## config.mk

```make
export PLATFORM = sky130hd
export DESIGN_NAME = press_classifier
export DESIGN_NICKNAME = d
export VERILOG_FILES = /design/src/rtl/press_classifier.sv
export SDC_FILE = /design/constraint.sdc
export NUM_CORES = 1
export LEC_CHECK = 0
export CORE_MARGIN = 2
export CORE_UTILIZATION = 35
export DETAILED_ROUTE_END_ITERATION = 7
export GPL_TIMING_DRIVEN = 0
export SYNTH_ARGS = -nofsm -noshare
export SYNTH_HDL_FRONTEND = slang
export SYNTH_SLANG_ARGS = --single-unit
```

## constraint.sdc

```tcl
create_clock -name clk -period 2.06 [get_ports clk]
set_input_delay 0.206 -clock clk [delete_from_list [all_inputs] [get_ports clk]]
set_output_delay 0.206 -clock clk [all_outputs]
set_load 0.01 [all_outputs]
```

## src/rtl/press_classifier.sv

```systemverilog
// Classifies debounced presses into short / double / long events (+ optional auto-repeat).
// Optional feature macro: PRESS_REPEAT_EN enables repeat_press pulses while a long press is held.
module press_classifier #(
  parameter int LONG_CYCLES   = 1000,
  parameter int DOUBLE_GAP    = 200,
  parameter int REPEAT_CYCLES = 100,
  parameter int CNT_W         = 16
) (
  input  logic clk,
  input  logic rst,
  input  logic sig_in,
  output logic short_press,
  output logic double_press,
  output logic long_press,
  output logic repeat_press,
  output logic busy
);

  typedef enum logic [2:0] {IDLE, PRESS1, GAP, PRESS2, HELD} state_t;

  localparam logic [CNT_W-1:0] LONG_LAST = CNT_W'(LONG_CYCLES - 1);
  localparam logic [CNT_W-1:0] GAP_LAST  = CNT_W'(DOUBLE_GAP - 1);
  localparam logic [CNT_W-1:0] CNT_ONE   = CNT_W'(1);
  localparam logic [CNT_W-1:0] CNT_MAX   = '1;

  state_t           state_reg, state_next;
  logic [CNT_W-1:0] cnt_reg, cnt_next, cnt_inc;
  logic             short_reg, short_next;
  logic             double_reg, double_next;
  logic             long_reg, long_next;
  logic             busy_reg;

`ifdef PRESS_REPEAT_EN
  localparam logic [CNT_W-1:0] REP_LAST = CNT_W'(REPEAT_CYCLES - 1);
  logic repeat_reg, repeat_next;
`endif

  // Saturating increment: the counter never wraps even if thresholds are misconfigured.
  assign cnt_inc = (cnt_reg == CNT_MAX) ? cnt_reg : cnt_reg + CNT_ONE;

  always_comb begin
    state_next  = state_reg;
    cnt_next    = cnt_reg;
    short_next  = 1'b0;
    double_next = 1'b0;
    long_next   = 1'b0;
`ifdef PRESS_REPEAT_EN
    repeat_next = 1'b0;
`endif
    case (state_reg)
      IDLE: begin
        if (sig_in) begin
          state_next = PRESS1;
          cnt_next   = CNT_ONE;
        end
      end
      PRESS1: begin
        if (sig_in) begin
          if (cnt_reg >= LONG_LAST) begin
            long_next  = 1'b1;
            state_next = HELD;
            cnt_next   = '0;
          end else begin
            cnt_next = cnt_inc;
          end
        end else if (DOUBLE_GAP <= 1) begin
          // The releasing low sample already exhausts a one-sample gap.
          short_next = 1'b1;
          state_next = IDLE;
          cnt_next   = '0;
        end else begin
          state_next = GAP;
          cnt_next   = CNT_ONE;
        end
      end
      GAP: begin
        if (sig_in) begin
          double_next = 1'b1;
          state_next  = PRESS2;
          cnt_next    = '0;
        end else if (cnt_reg >= GAP_LAST) begin
          short_next = 1'b1;
          state_next = IDLE;
          cnt_next   = '0;
        end else begin
          cnt_next = cnt_inc;
        end
      end
      PRESS2: begin
        if (!sig_in) begin
          state_next = IDLE;
          cnt_next   = '0;
        end
      end
      HELD: begin
        if (!sig_in) begin
          state_next = IDLE;
          cnt_next   = '0;
        end
`ifdef PRESS_REPEAT_EN
        // HELD reuses the main counter as the repeat period counter.
        else if (cnt_reg >= REP_LAST) begin
          repeat_next = 1'b1;
          cnt_next    = '0;
        end else begin
          cnt_next = cnt_inc;
        end
`endif
      end
      default: begin
        state_next = IDLE;
        cnt_next   = '0;
      end
    endcase
  end

  always_ff @(posedge clk) begin
    if (rst) begin
      state_reg  <= IDLE;
      cnt_reg    <= '0;
      short_reg  <= 1'b0;
      double_reg <= 1'b0;
      long_reg   <= 1'b0;
      busy_reg   <= 1'b0;
    end else begin
      state_reg  <= state_next;
      cnt_reg    <= cnt_next;
      short_reg  <= short_next;
      double_reg <= double_next;
      long_reg   <= long_next;
      busy_reg   <= (state_next != IDLE);
    end
  end

`ifdef PRESS_REPEAT_EN
  always_ff @(posedge clk) begin
    if (rst) begin
      repeat_reg <= 1'b0;
    end else begin
      repeat_reg <= repeat_next;
    end
  end
  assign repeat_press = repeat_reg;
`else
  assign repeat_press = 1'b0;
`endif

  assign short_press  = short_reg;
  assign double_press = double_reg;
  assign long_press   = long_reg;
  assign busy         = busy_reg;

endmodule

```

==> out/metrics.yaml, run 1 <==
setup_path:
  cp_cell_sequence: "ha_4 > a2111oi_4 > o2111ai_2 > o31a_1 > buf_6 > a21o_1 > clkbuf_4 > a311oi_2"
  crit_path_start_kind: "flip-flop"
  critical_path.top_delay_family: "compound AO/OA/AOI/OAI gates"
  regToRegStartpoint: "cnt_reg[1]"
  critical_path_class: "reg -> reg"
  path_buf_inv: 2
  setup.worst_path.start: "cnt_reg[1]"
  critPathArrivalTime_ns: 2.23
  crit_fanout: 10
  critPathRequiredTime_ns: 2.29
  crit_path_end_kind: "flip-flop"
  cp_slowest_cell: "dfxtp_1"
  cpPeakStageDelay_ns: 0.38
placed_design:
  place_area_sq_um: 1368
  dp.cells: 200
  routabilityCongestion: 0.7916
  place_ws_ns: -0.2686
  dp_hpwl_microns: 2052
  io_buffers: 5
detailed_routing:
  drc: 0
  wirelength_microns: 2905
  drt-initial-drc-count: 74
  ant_nets: 0
  viasPerCell: 5.502
  dr.pass1.iters: 6
  drt-wirelength-per-cell_microns: 14.03
  num_vias: 1139
clocking:
  clkLatencyLatePin_ns: 0.31
  hold_buffers: 0
  clock-sinks: 23
  cts_tree: "built"
  htreeDepth: 1
  clkSlewWorstSetupHoldPaths_ns: 0.13
  clockRootBuffer: "clkbuf_4"
  cts_made_buffers: 3
  clock_path_buffers: 2
worst_hold_path:
  hp-class: "reg -> reg"
  min_from: "cnt_reg[12]"
final_layout:
  final_cells: 207
  syn_to_final_growth_pct: 18.67
  largest_reg_flops: 16
  fin_area_sq_um: 1495
  finalNetCount: 166
  final_common_cell: "dfxtp_1"
  diodes: 0
  mostFrequentLayoutCells: "dfxtp_1, nor2_1, nand2_1"
  drive_gt1_frac: 0.1553
sta:
  finalClockSkew_ns: 0.009478
  final-max-slew-violation-count: 0
  clock.fmax_ghz: 0.5000
  setup_slack_ns: 0.06001
  period_share: 0.9709
  rsz0062_at_grt: "true"
  hold_viol_final: 0
  setup_violations: 0
  period_needed_ns: 2.000
  holdWs_ns: 0.4792
  slew_headroom: 0.6656
  worst_pin_slew_ns: 0.5016
global_route:
  grt_pass1_vias: 1087
  antenna_found_initial: 0
  grt_max_degree: 14
  grt-ovfl-total: 0
  track_usage: 0.1549
  grt_pass1_wl_microns: 5009
yosys:
  syn_area_sq_um: 1260
  synth_largest_area_cell: "dfxtp_1"
  yosys-top-cells-area: "dfxtp_1, nor2_1, nand3_1"
  synth-seq-cells: 23
  synth-main-ff-cell: "dfxtp_1"
  async_flop_share: 0
  seq_area_frac_synth: 0.3654
  synth_area_per_cell_sq_um: 8.456
  synth_warnings: 0
  yosysTopAreaCellShare: 0.3654
  synth_cell_types: 49
  syn_inst: 149
  synth_edf_count: 0
  syn-num-nets: 153
pwr:
  total_power_uw: 767.5
  max-vdd-ir-drop_v: 0.0003163
  power.density_nw_per_um2: 513.3
  p_leak_nw: 0.5578
die:
  start_util: 0.3717
  rows: 21
  die-area_sq_um: 4096
  die_x_microns: 64
  num_io_pins: 8
  die_h_microns: 64
  design.core.area_sq_um: 3390
run_status:
  outcome: "finished, final reports clean"
job:
  drv_cap: 0
-- cell type report --
class                   count  area (sq um)
plain buffers              10         62.56
repair buffers              8         72.57
fillers                   346          1894
clock inverters             1         5.005
clock buffers               3         22.52
multi-input cells         109         784.5
flip-flops and latches     23         464.2
well taps                  46         57.56
inverters                   7         26.28
-- what timing repair did --
action | in CTS | in global routing
setup buffers | 0 | 3
gates resized for setup | 10 | 3
pin swaps | 3 | 2
endpoints found under the hold margin | 0 | 0
endpoints found under the setup margin | 13 | 13
-- power breakdown --
group	internal, mW	switching [mW]	leakage [nW]
Clock	0.0725	0.131	0.0177
Sequential	0.454	0.0112	0.187
Combinational	0.0421	0.0574	0.353
Total	0.568	0.199	0.558
-- worst min-delay path: cells and delay by family, from the launching register on --
kind	cells	cell delay (ns)
simple gates	1	0.03
flops	1	0.36
buf+inv	1	0.06
-- through the flow --
step | setup TNS, ns | utilization
6_report | 0 | 0.4411
5_1_grt | -0.03579 | 0.4411
4_1_cts | 0 | 0.4312
3_5_place_dp | -2.157 | 0.4035
3_3_place_gp | -2.296 | 0.4035
2_1_floorplan | 0 | -
-- metal layers --
layer | track usage | wire length, microns | up-vias
li1 | - | - | 581
met5 | 0 | 0 | -
met4 | 0.04076 | 20 | 0
met2 | 0.2643 | 1434 | 19
met1 | 0.1910 | 1368 | 537
met3 | 0.04225 | 83 | 2
-- final timing paths --
kind                                     to  slack, ns  cells after the start
worst min-delay path            cnt_reg[12]       0.48                      2
worst max-delay path             cnt_reg[8]       0.06                      8
worst min register to register  cnt_reg[12]       0.48                      2
worst max register to register   cnt_reg[8]       0.06                      8
-- Yosys cell counts (2+ instances only) --
library cell,number
inv_1,7
a21oi_1,6
buf_6,2
nor2b_1,2
buf_2,3
nor4_1,4
nor4b_1,3
and3_1,2
dfxtp_1,23
xnor2_1,2
a211oi_1,4
o22a_1,2
a31oi_1,4
nand4_1,3
a2bb2oi_1,2
nand2b_1,2
and4_1,2
a21o_1,2
clkbuf_1,4
nand2_1,9
o21ai_0,2
nor3_1,7
and2_1,3
nor2_1,15
o32ai_1,2
o31a_1,3
nand3_1,7
-- logic make-up after synthesis --
logic type / after synthesis / synth area share
AO/OA/AOI/OAI: 36 / 0.2235
XOR/XNOR: 3 / 0.02086
adder cells (fa/ha/maj): 1 / 0.009929
buffers and inverters: 17 / 0.06852
flip-flops: 23 / 0.3654
multiplexers: 1 / 0.007945
other: 1 / 0.002976
AND/OR/NAND/NOR: 67 / 0.3009
Power figures use the tool's default switching activity.
==> run 2: changes to the inputs <==
--- a/config.mk
+++ b/config.mk
@@ -9,6 +9,7 @@
 export CORE_UTILIZATION = 35
 export DETAILED_ROUTE_END_ITERATION = 7
 export GPL_TIMING_DRIVEN = 0
+export SKIP_LAST_GASP = 1
 export SYNTH_ARGS = -nofsm -noshare
 export SYNTH_HDL_FRONTEND = slang
 export SYNTH_SLANG_ARGS = --single-unit
==> results of run 2 <==
Same layout as run 1: the final DEF is identical, and so are final timing and power.
